<file path="src/rtl/evt_time_scheduler.sv">
// evt_time_scheduler: gates time events so that engines drain before a time step is issued.
//
// Ports:
//   clk_i, rst_ni      clock and synchronous active-low reset
//   in_valid_i/in_ready_o, in_is_time_i, in_ts_i   upstream event (time or synch)
//   engine_busy_i      per-engine busy flags
//   hold_o             asks all engines to stop accepting new spikes
//   out_valid_o/out_ready_i, out_is_time_o, out_ts_o   downstream event to the time unit
//   last_ts_o          timestamp of the last issued time event
//   step_cnt_o         number of issued time events (wraps)
//   err_timeout_o      sticky: a drain ran out of cycles
//   err_order_o        sticky: a time event was not newer than last_ts_o
module evt_time_scheduler #(
    parameter int unsigned N_ENGINES  = 3,
    parameter int unsigned TS_W       = 32,
    parameter int unsigned GAP_CYCLES = 2,
    parameter int unsigned DRAIN_MAX  = 255
) (
    input  logic                 clk_i,
    input  logic                 rst_ni,
    input  logic                 in_valid_i,
    output logic                 in_ready_o,
    input  logic                 in_is_time_i,
    input  logic [TS_W-1:0]      in_ts_i,
    input  logic [N_ENGINES-1:0] engine_busy_i,
    output logic                 hold_o,
    output logic                 out_valid_o,
    input  logic                 out_ready_i,
    output logic                 out_is_time_o,
    output logic [TS_W-1:0]      out_ts_o,
    output logic [TS_W-1:0]      last_ts_o,
    output logic [15:0]          step_cnt_o,
    output logic                 err_timeout_o,
    output logic                 err_order_o
);

    localparam logic [15:0] DRAIN_LAST = 16'(DRAIN_MAX - 1);
    // Only meaningful when GAP_CYCLES > 0; the GAP state is skipped otherwise.
    localparam logic [3:0]  GAP_LAST   = 4'(GAP_CYCLES - 1);

    typedef enum logic [1:0] {StIdle, StDrain, StIssue, StGap} state_e;

    state_e            state_q, state_d;
    logic [15:0]       drain_cnt_q, drain_cnt_d;
    logic [3:0]        gap_cnt_q, gap_cnt_d;
    logic              is_time_q, is_time_d;
    logic [TS_W-1:0]   ts_q, ts_d;
    logic [TS_W-1:0]   last_ts_q, last_ts_d;
    logic [15:0]       step_cnt_q, step_cnt_d;
    logic              err_timeout_q, err_timeout_d;
    logic              err_order_q, err_order_d;
    logic              first_done_q, first_done_d;
    logic              in_ready_q, in_ready_d;
    logic              hold_q, hold_d;
    logic              out_valid_q, out_valid_d;

    always_comb begin
        state_d       = state_q;
        drain_cnt_d   = drain_cnt_q;
        gap_cnt_d     = gap_cnt_q;
        is_time_d     = is_time_q;
        ts_d          = ts_q;
        last_ts_d     = last_ts_q;
        step_cnt_d    = step_cnt_q;
        err_timeout_d = err_timeout_q;
        err_order_d   = err_order_q;
        first_done_d  = first_done_q;

        unique case (state_q)
            StIdle: begin
                if (in_valid_i) begin
                    is_time_d = in_is_time_i;
                    ts_d      = in_ts_i;
                    if (!in_is_time_i) begin
                        state_d = StIssue;
                    end else if (!first_done_q || (in_ts_i > last_ts_q)) begin
                        state_d     = StDrain;
                        drain_cnt_d = '0;
                    end else begin
                        // Stale time event: flag it and drop it.
                        err_order_d = 1'b1;
                    end
                end
            end
            StDrain: begin
                if (engine_busy_i == '0) begin
                    state_d = StIssue;
                end else if (drain_cnt_q == DRAIN_LAST) begin
                    err_timeout_d = 1'b1;
                    state_d       = StIssue;
                end else begin
                    drain_cnt_d = drain_cnt_q + 16'd1;
                end
            end
            StIssue: begin
                if (out_valid_q && out_ready_i) begin
                    if (is_time_q) begin
                        last_ts_d    = ts_q;
                        step_cnt_d   = step_cnt_q + 16'd1;
                        first_done_d = 1'b1;
                        gap_cnt_d    = '0;
                        state_d      = (GAP_CYCLES == 0) ? StIdle : StGap;
                    end else begin
                        state_d = StIdle;
                    end
                end
            end
            StGap: begin
                if (gap_cnt_q == GAP_LAST) begin
                    state_d = StIdle;
                end else begin
                    gap_cnt_d = gap_cnt_q + 4'd1;
                end
            end
            default: state_d = StIdle;
        endcase

        // Control outputs are registered, decoded from the next state.
        in_ready_d  = (state_d == StIdle);
        out_valid_d = (state_d == StIssue);
        hold_d      = (state_d == StDrain) || ((state_d == StIssue) && is_time_d);
    end

    always_ff @(posedge clk_i) begin
        if (!rst_ni) begin
            state_q       <= StIdle;
            drain_cnt_q   <= '0;
            gap_cnt_q     <= '0;
            is_time_q     <= 1'b0;
            ts_q          <= '0;
            last_ts_q     <= '0;
            step_cnt_q    <= '0;
            err_timeout_q <= 1'b0;
            err_order_q   <= 1'b0;
            first_done_q  <= 1'b0;
            in_ready_q    <= 1'b1;
            hold_q        <= 1'b0;
            out_valid_q   <= 1'b0;
        end else begin
            state_q       <= state_d;
            drain_cnt_q   <= drain_cnt_d;
            gap_cnt_q     <= gap_cnt_d;
            is_time_q     <= is_time_d;
            ts_q          <= ts_d;
            last_ts_q     <= last_ts_d;
            step_cnt_q    <= step_cnt_d;
            err_timeout_q <= err_timeout_d;
            err_order_q   <= err_order_d;
            first_done_q  <= first_done_d;
            in_ready_q    <= in_ready_d;
            hold_q        <= hold_d;
            out_valid_q   <= out_valid_d;
        end
    end

    assign in_ready_o    = in_ready_q;
    assign hold_o        = hold_q;
    assign out_valid_o   = out_valid_q;
    assign out_is_time_o = is_time_q;
    assign out_ts_o      = ts_q;
    assign last_ts_o     = last_ts_q;
    assign step_cnt_o    = step_cnt_q;
    assign err_timeout_o = err_timeout_q;
    assign err_order_o   = err_order_q;

endmodule

</file>
<file path="config.mk">
export PLATFORM = sky130hd
export DESIGN_NAME = evt_time_scheduler
export DESIGN_NICKNAME = d
export VERILOG_FILES = /design/src/rtl/evt_time_scheduler.sv
export SDC_FILE = /design/constraint.sdc
export NUM_CORES = 1
export LEC_CHECK = 0
export ABC_CLOCK_PERIOD_IN_PS = 2500
export CAP_MARGIN = 25
export CORE_AREA = 8 8 192 103
export CTS_BUF_LIST = sky130_fd_sc_hd__clkbuf_2 sky130_fd_sc_hd__clkbuf_4 sky130_fd_sc_hd__clkbuf_8
export CTS_CLUSTER_DIAMETER = 120
export CTS_CLUSTER_SIZE = 16
export DETAILED_ROUTE_END_ITERATION = 8
export DIE_AREA = 0 0 200 111
export SYNTH_ARGS = -nofsm -noshare
export SYNTH_HDL_FRONTEND = slang
export SYNTH_SLANG_ARGS = --single-unit
</file>
<file path="constraint.sdc">
create_clock -name clk_i -period 2.5 [get_ports clk_i]
set_clock_uncertainty 0.05 [all_clocks]
set_input_delay 0.5 -clock clk_i [delete_from_list [all_inputs] [get_ports clk_i]]
set_output_delay 0.5 -clock clk_i [all_outputs]
set_load 0.05 [all_outputs]
</file>
==> results_dict.tcl <==
set metrics [dict create \
    p_per_area_mw_per_mm2 488 \
    grtUsageTotal 0.149 \
    worstReg2RegStart "last_ts_o[26]" \
    setup_viol 20 \
    start_util 0.295 \
    drive_above_1_share 0.227 \
    port_buffers 125 \
    dp_slack_ns -1.10 \
    grt_setup_unrepaired "yes" \
    r2r_cells 12 \
    fp.coreArea_mm2 0.0170 \
    dieHeight_um 111 \
    vias 4959 \
    finalMaxSlewViolations 0 \
    postSynth.asyncResetShare 0 \
    antenna_cells 0 \
    period_share 1.09 \
    ant_nets 0 \
    gr-total-overflow 0 \
    endpoint_kind "register" \
    path_max_fanout 5 \
    max-vdd-ir-drop_uv 262 \
    drt-initial-drc-count 221 \
    dieWidth_um 200 \
    yosysMostFrequentCell "nand2_1" \
    max_slew_margin 0.608 \
    cts_sinks 109 \
    area_growth_pct 56.0 \
    worstSetupStartpointType "input port" \
    cp.buffers_inverters 4 \
    worst_slack_ns -0.224 \
    slowest_delay_ns 0.37 \
    slowest_stage "or3_4" \
    cts-root-buf "clkbuf_8" \
    grt_max_degree 40 \
    synth_edf_count 0 \
    wire_per_inst_um 16.1 \
    yosysSeqAreaShare 0.436 \
    violations "negative setup slack" \
    hpwl_mm 11.7 \
    synth_warnings 0 \
    syn_inst 631 \
    critPathTopFamily "simple AND/OR/NAND/NOR gates" \
    max_freq_ghz 0.367 \
    ys_ff_latch 109 \
    cts-buffers-inserted 9 \
    cp-endpoint "drain_cnt_q[5]" \
    crit_start "in_ts_i[25]" \
    wirelength_mm 17.0 \
    worstMarginPinSlew_ns 0.586 \
    timing.critical_path.mode_cell "buf_4" \
    leakage_nw 2.83 \
    ios 126 \
    nFillCells 1641 \
    r2r-end "drain_cnt_q[5]" \
    finalHoldViolCount 0 \
    status "finished, violations left" \
    cts_tree "yes" \
    grt_pass1_vias 4868 \
    mappedNetlistNets 708 \
    ys_top_cells_by_count "nand2_1 (161), dfxtp_1 (109), a21oi_1 (93)" \
    cp.arrival_ns 2.99 \
    yosysTopAreaCell "dfxtp_1" \
    hold_buffers 0 \
    hp-class "register to register" \
    syn_avg_cell_area_um2 7.94 \
    antenna_found_initial 0 \
    min_period_ns 2.72 \
    vias_per_cell 4.70 \
    drc_errors 0 \
    clk_latency_ns 0.38 \
    synth_cell_type_count 44 \
    syn-cell-area_mm2 0.00501 \
    path_class "input port to register" \
    ctsLongestPathBuffers 2 \
    power_mw 3.82 \
    firstDrtPassIters 5 \
    gp_congestion 0.803 \
    synthTopCellsByArea "dfxtp_1 (44%), nand2_1 (12%), a21oi_1 (9.3%), ha_1 (9.2%), inv_1 (2.8%)" \
    grt_pass1_wl_mm 26.6 \
    synthFlopType "dfxtp_1" \
    r2r_slack_ns -0.21 \
    die_area_mm2 0.0222 \
    clkTransAtPathRegs_ns 0.11 \
    num_rows 34 \
    path_cells "dlygate4sd2_1 -> ha_4 -> nand4_1 -> buf_4 -> nor4_4 -> buf_4 -> o31a_1 -> o21ai_4 -> buf_6 -> a21o_4 -> or3_4 -> a21oi_2" \
    required_ns 2.76 \
    nets 894 \
    worst-path-stages 12 \
    drv_cap 0 \
    htree_levels 3 \
    synth_top_area_share 0.436 \
]
## logic make-up (layout without fill, tap and decap cells)
family	after synthesis	in the layout	share of synthesized area
simple gates	265	265	0.235
flops	109	109	0.436
compound gates	135	137	0.152
buf+inv	66	255	0.0515
xor+xnor	19	19	0.0332
fa+ha+maj	37	37	0.0924
## timing repair
item                                    CTS  global route
endpoints found under the setup margin   21            21
gates cloned                              3             0
pin swaps                                44            26
resized for setup                        77            37
buffers inserted                         12             3
## metrics by stage
step / area [um^2] / hold slack (ns) / util / instances / TNS (ns)
floorplan: 5120 / 0.403 / - / 631 / -0.00989
global placement: 7050 / 0.398 / 0.415 / 1023 / -19.28
detailed placement: 7050 / 0.402 / 0.415 / 1023 / -19.66
CTS: 7650 / 0.412 / 0.451 / 1054 / -2.40
global route: 7810 / 0.442 / 0.460 / 1056 / -5.14
finish: 7810 / 0.411 / 0.460 / 1056 / -2.79
## worst reg2reg max path: stages (launching register included)
cell	delay (ns)
dfxtp_2	0.35
inv_2	0.05
ha_4	0.26
nand4_1	0.13
buf_4	0.17
nor4_4	0.34
buf_4	0.18
o31a_1	0.18
o21ai_4	0.09
buf_6	0.13
a21o_4	0.22
or3_4	0.37
a21oi_2	0.14
## power by group
| group | internal, mW | switching (mW) |
|---|---|---|
| Clock | 0.580 | 0.661 |
| Combinational | 0.297 | 0.461 |
| Sequential | 1.77 | 0.0427 |
| Total | 2.65 | 1.16 |
## cells in the final DEF (no fill, tap or decap), types with 16 or more instances in the layout
master | Yosys | routed
a21oi_1 | 93 | 78
buf_4 | 0 | 64
clkdlybuf4s50_1 | 0 | 96
dfxtp_1 | 109 | 80
dlygate4sd2_1 | 0 | 26
ha_1 | 37 | 22
inv_1 | 38 | 30
nand2_1 | 161 | 161
nand4_1 | 16 | 16
nor2_1 | 35 | 32
## how the worst min path moves through the flow
stage	startpoint	end	slack, ns	cells after the start
final	out_ts_o[18]	last_ts_o[18]	0.41	2
after global routing	out_ts_o[10]	last_ts_o[10]	0.44	2
after CTS	out_ts_o[18]	last_ts_o[18]	0.41	2
after detailed placement	out_ts_o[18]	last_ts_o[18]	0.40	2
after global placement	out_ts_o[8]	last_ts_o[8]	0.40	2
after floorplan	drain_cnt_q[15]	drain_cnt_q[15]	0.40	2
## layer usage
metal / share of wire / up-vias / global-route usage / wire length [um]
met1: 0.52 / 2298 / 0.223 / 8870
met2: 0.38 / 138 / 0.197 / 6480
met4: 0.0084 / 0 / 0.0244 / 142
met3: 0.089 / 12 / 0.0552 / 1510
met5: 0 / - / 0 / 0
li1: - / 2511 / - / -
## flip-flops by register name (all words and copies together), names as in the netlist, 2 cells and up
register / cells
out_ts_o: 32
gap_cnt_q: 4
last_ts_o: 32
drain_cnt_q: 16
state_q: 2
step_cnt_o: 16
## layout make-up
cell class	count	area, um^2	share of cell area
Inverter	38	145	0.0186
Timing Repair Buffer	201	1890	0.241
Clock buffer	9	124	0.0159
Sequential cell	109	2250	0.288
Tap cell	234	293	0.0375
Clock inverter	7	103	0.0131
Multi-Input combinational cell	458	3010	0.385
No activity file was read; power rests on OpenSTA's default activity.
==> variant 1 (config.mk and constraints unchanged) <==
Encoding of `state_e`: now one-hot (4 bits for 4 states).
--- a/src/rtl/evt_time_scheduler.sv
+++ b/src/rtl/evt_time_scheduler.sv
@@ -38,7 +38,7 @@
     // Only meaningful when GAP_CYCLES > 0; the GAP state is skipped otherwise.
     localparam logic [3:0]  GAP_LAST   = 4'(GAP_CYCLES - 1);
 
-    typedef enum logic [1:0] {StIdle, StDrain, StIssue, StGap} state_e;
+    typedef enum logic [3:0] {StIdle = 4'b0001, StDrain = 4'b0010, StIssue = 4'b0100, StGap = 4'b1000} state_e;
 
     state_e            state_q, state_d;
     logic [15:0]       drain_cnt_q, drain_cnt_d;
Behaviour: no difference found for any inputs over 4 cycles, from zero or initial values and one cycle with rst_ni low; so few cycles prove little.
==> variant 1 against the original RTL <==
- the run still ends with setup timing left
- design area increased by 3.6%
- sequential cell count increased by 2
- worst hold slack improved by 0.016 ns
- global-route usage decreased by 0.22 points
- total power increased by 4.2%
- routed wire length decreased by 3.3%
- non-clock buffer count unchanged
- cell count increased by 1.9%
- worst setup slack improved by 0.012 ns
- synthesized area increased by 8.6%
- core utilization increased by 1.6 points
- critical path type is now reg -> reg
- critical endpoint is now drain_cnt_q[12]
- largest cell class unchanged
- highest routed layer is now met5
==> variant 1: results (changes against the original RTL) <==
[power]
p_total_uw = 3980  ; +4.2%
p_sw_share_pct = 31.2  ; +0.71 points
p_leak_uw = 0.00294  ; +3.7%
comb_power_uw = 897  ; +18%
ir_drop_mv = 0.259  ; -1.3%

[critical_path]
crit_arrival_ns = 2.95  ; -0.04 ns
cp_slowest_cell = a211o_4

[placement]
gp_congestion = 0.821  ; +2.3%
dp.final_hpwl_um = 11800  ; +0.55%
dp.cells = 1048  ; +2.4%

[detailed_routing]
wirelength_met1_um = 8630  ; -2.7%
wl_met2_um = 6470  ; -0.14%
drt_iter0_markers = 248  ; +12%
drt_wl_total_um = 16400  ; -3.3%
drt_pass1_iterations = 4  ; -1
num_vias = 4953  ; -0.12%
via_per_inst = 4.60  ; -2.0%
top_layer_used = met5
route.met3.wl_um = 1260  ; -17%

[clock_network]
postCtsSetupBuffers = 9  ; -3
cts_resized = 60  ; -22%

[global_routing]
use_met3_pct = 5.36  ; -0.15 points
grt_max_degree = 43  ; +7.5%
met1_usage_pct = 21.5  ; -0.80 points
grt_pass1_wl_um = 26400  ; -0.39%
met2_usage_pct = 20.2  ; +0.50 points
grt.total_usage_pct = 14.6  ; -0.22 points
antenna_found_initial = 1  ; +1

[final_layout]
buf_share_pct = 22.6  ; -1.6 points
fillerInstances = 1642  ; +0.061%
layout-drive-gt1-share_pct = 22.8  ; +0.053 points
layout.nets = 915  ; +2.3%
num-nonclk-inverters = 42  ; +11%
multi_input_area_share_pct = 40.5  ; +2.0 points
multi_input_cells = 473  ; +3.3%

[yosys]
synth_compound_area_share_pct = 16.8  ; +1.6 points
yosys-top-cells-area = dfxtp_1, nand2_1, a21boi_0
seq_area_frac_synth_pct = 40.8  ; -2.7 points
ys_top_cells_by_count = nand2_1, dfxtp_1, a21boi_0, inv_1, ha_1
syn_area_per_cell_um2 = 8.32  ; +4.8%
synth_fp_nets = 731  ; +3.2%
synth.distinct_cells = 49  ; +11%

[outcome]
violations = setup timing
status = finished with violations

[sta]
setup_viol = 17  ; -15%
relSlewSlack_pct = 60.3  ; -0.52 points
fin_tns_setup_ns = -2.17  ; +0.616 ns
worst_slack_ns = -0.212  ; +0.0118 ns

[hold_path]
hold_path.startpoint = last_ts_o[3]

## variant 1: cell count changes after synthesis, moves of 5 or more
cell / before / now
xor2_1: 13 / 3
a21oi_1: 93 / 27
and3_1: 3 / 8
nor2_1: 35 / 29
xnor2_1: 6 / 26
or3_1: 13 / 1
o21ai_0: 16 / 7
a21boi_0: 0 / 69
nand2_1: 161 / 156
nor2b_1: 2 / 9
and2_1: 5 / 18
## variant 1: per-stage QoR
| stage | setup WS, ns | area, µm² | hold slack (ns) | util [%] |
|---|---|---|---|---|
| 5_1_grt | -0.298 | 8090 | 0.454 | 47.7 |
| 6_report | -0.212 | 8090 | 0.427 | 47.7 |
| 2_1_floorplan | 0.000887 | 5590 | 0.428 | - |
| 4_1_cts | -0.125 | 7950 | 0.428 | 46.8 |
| 3_3_place_gp | -0.741 | 7530 | 0.409 | 44.3 |
| 3_5_place_dp | -0.909 | 7530 | 0.412 | 44.3 |
==> variant 2 (same settings) <==
Made on the original files. Set the parameter `TS_W` to 24 (it was 32).
--- a/src/rtl/evt_time_scheduler.sv
+++ b/src/rtl/evt_time_scheduler.sv
@@ -12,7 +12,7 @@
 //   err_order_o        sticky: a time event was not newer than last_ts_o
 module evt_time_scheduler #(
     parameter int unsigned N_ENGINES  = 3,
-    parameter int unsigned TS_W       = 32,
+    parameter int unsigned TS_W       = 24,
     parameter int unsigned GAP_CYCLES = 2,
     parameter int unsigned DRAIN_MAX  = 255
 ) (
Interface: changed (resized in_ts_i, last_ts_o and out_ts_o); port bits go from 126 to 102. The function was not compared with the original's and may differ.
==> variant 2 against the original RTL <==
- the flow still finishes with violations (setup timing)
- largest cell class unchanged
- sequential cell count shrank 16
- sequential share of layout area grew 1.2 points
- design area fell by 20%
- routed wire length is 19% lower
- register-to-register slack improved by 0.14 ns
- combinational power is 27% lower
- total power is 19% lower
- worst setup slack better by 0.14 ns
- critical endpoint is now drain_cnt_q[12]
- synthesized area decreased by 15%
==> variant 2: results (changes against the original RTL) <==
[outcome]
status = finished with violations
violations = setup timing

[placement]
dp.cells = 882  ; -14%
gp_congestion = 0.805  ; +0.27%
dp_slack_ns = -0.794  ; +0.304 ns
dp.final_hpwl_um = 9950  ; -15%
io_buffers = 101  ; -19%
placed_area_mm2 = 0.00577  ; -18%

[hold_path]
timing.hold.worst.class = in -> reg
hold_path.startpoint = in_ts_i[1]
hold_path_depth = 3  ; +1
hold_end = out_ts_o[1]

[final_layout]
multi_input_area_mm2 = 0.00243  ; -19%
layout.nets = 732  ; -18%
layout-drive-gt1-share_pct = 15.5  ; -7.2 points

[sta]
fin_tns_setup_ns = -0.461  ; +2.33 ns
tightest_slew_ns = 0.607  ; +0.0203 ns
setup_viol = 9  ; -55%
worst_slack_ns = -0.0804  ; +0.143 ns
timing.hold.ws_ns = 0.383  ; -0.0276 ns

[detailed_routing]
drt_wl_total_um = 13800  ; -19%
drt_pass1_iterations = 4  ; -1
num_vias = 4009  ; -19%
drt_iter0_markers = 212  ; -4.1%
via_per_inst = 4.41  ; -6.2%

[yosys]
yosys-top-cells-area = dfxtp_1, nand2_1, a21oi_1
synth_fp_nets = 596  ; -16%
synth.distinct_cells = 43  ; -2.3%
syn_inst = 535  ; -15%
ys_top_cells_by_count = nand2_1, dfxtp_1, a21oi_1, nor2_1, inv_1

[critical_path]
cpPeakStageDelay_ns = 0.35  ; -0.02 ns
reg2reg_to = drain_cnt_q[12]
r2r-start = last_ts_o[19]
cp_slowest_cell = nor4_4
cp_max_fo = 7  ; +2
crit_arrival_ns = 2.84  ; -0.15 ns
r2r_slack_ns = -0.07  ; +0.14 ns
reg2reg_depth = 11  ; -1

[clock_network]
clk_pin_slew_ns = 0.09  ; -0.02 ns
postCtsSetupBuffers = 9  ; -3

[global_routing]
grt_max_degree = 37  ; -7.5%
grt_pass1_vias = 3872  ; -20%
grt_pass1_wl_um = 21600  ; -19%

[power]
p_leak_uw = 0.00223  ; -21%
ir_drop_mv = 0.244  ; -7.1%

-- variant 2: cell types whose count changed after synthesis, sizes merged, moves of 6 or more --
| cell | delta |
|---|---|
| clkbuf | -7 |
| a21oi | -13 |
| inv | -7 |
| a21o | -6 |
| nand2 | -39 |
| ha | -8 |
| dfxtp | -16 |
-- variant 2: worst max path at each step --
stage,to,cells past startpoint,startpoint,slack [ns]
finish,drain_cnt_q[12],11,in_ts_i[19],-0.08
global placement,drain_cnt_q[6],11,in_ts_i[19],-0.78
floorplan,drain_cnt_q[15],9,last_ts_o[23],0.02
CTS,drain_cnt_q[6],12,last_ts_o[19],-0.06
detailed placement,drain_cnt_q[6],10,in_ts_i[15],-0.79
global route,drain_cnt_q[6],11,last_ts_o[19],-0.24
-- variant 2: routing by layer --
layer	vias up	global-route usage (%)	routed length [µm]
met5	-	0	0
met4	0	1.85	89
met3	12	5.33	1210
met2	116	16.1	5010
met1	1809	18.3	7450
li1	2072	-	-
-- variant 2: cell type report --
class                      count  area share (%)
tap                          234            4.68
sequential                    93            30.0
clock buffer                  11            2.32
timing repair buffer         144            21.8
inverter                      31            1.86
multi-input combinational    392            38.8
clock inverter                 5           0.560
-- variant 2: report_power, final --
part | internal, µW | leakage (µW) | total, µW | switching (µW)
combinational | 208 | 0.00137 | 552 | 344
sequential | 1520 | 0.000761 | 1560 | 36.5
clock | 403 | 0.0000931 | 968 | 565
total | 2130 | 0.00223 | 3080 | 946
-- variant 2: cell families after synthesis --
| logic type | after synthesis | synth area share [%] |
|---|---|---|
| fa+ha+maj | 29 | 8.50 |
| buf+inv | 50 | 4.51 |
| flops | 93 | 43.6 |
| compound gates | 115 | 15.2 |
| simple gates | 227 | 23.9 |
| xor+xnor | 21 | 4.31 |
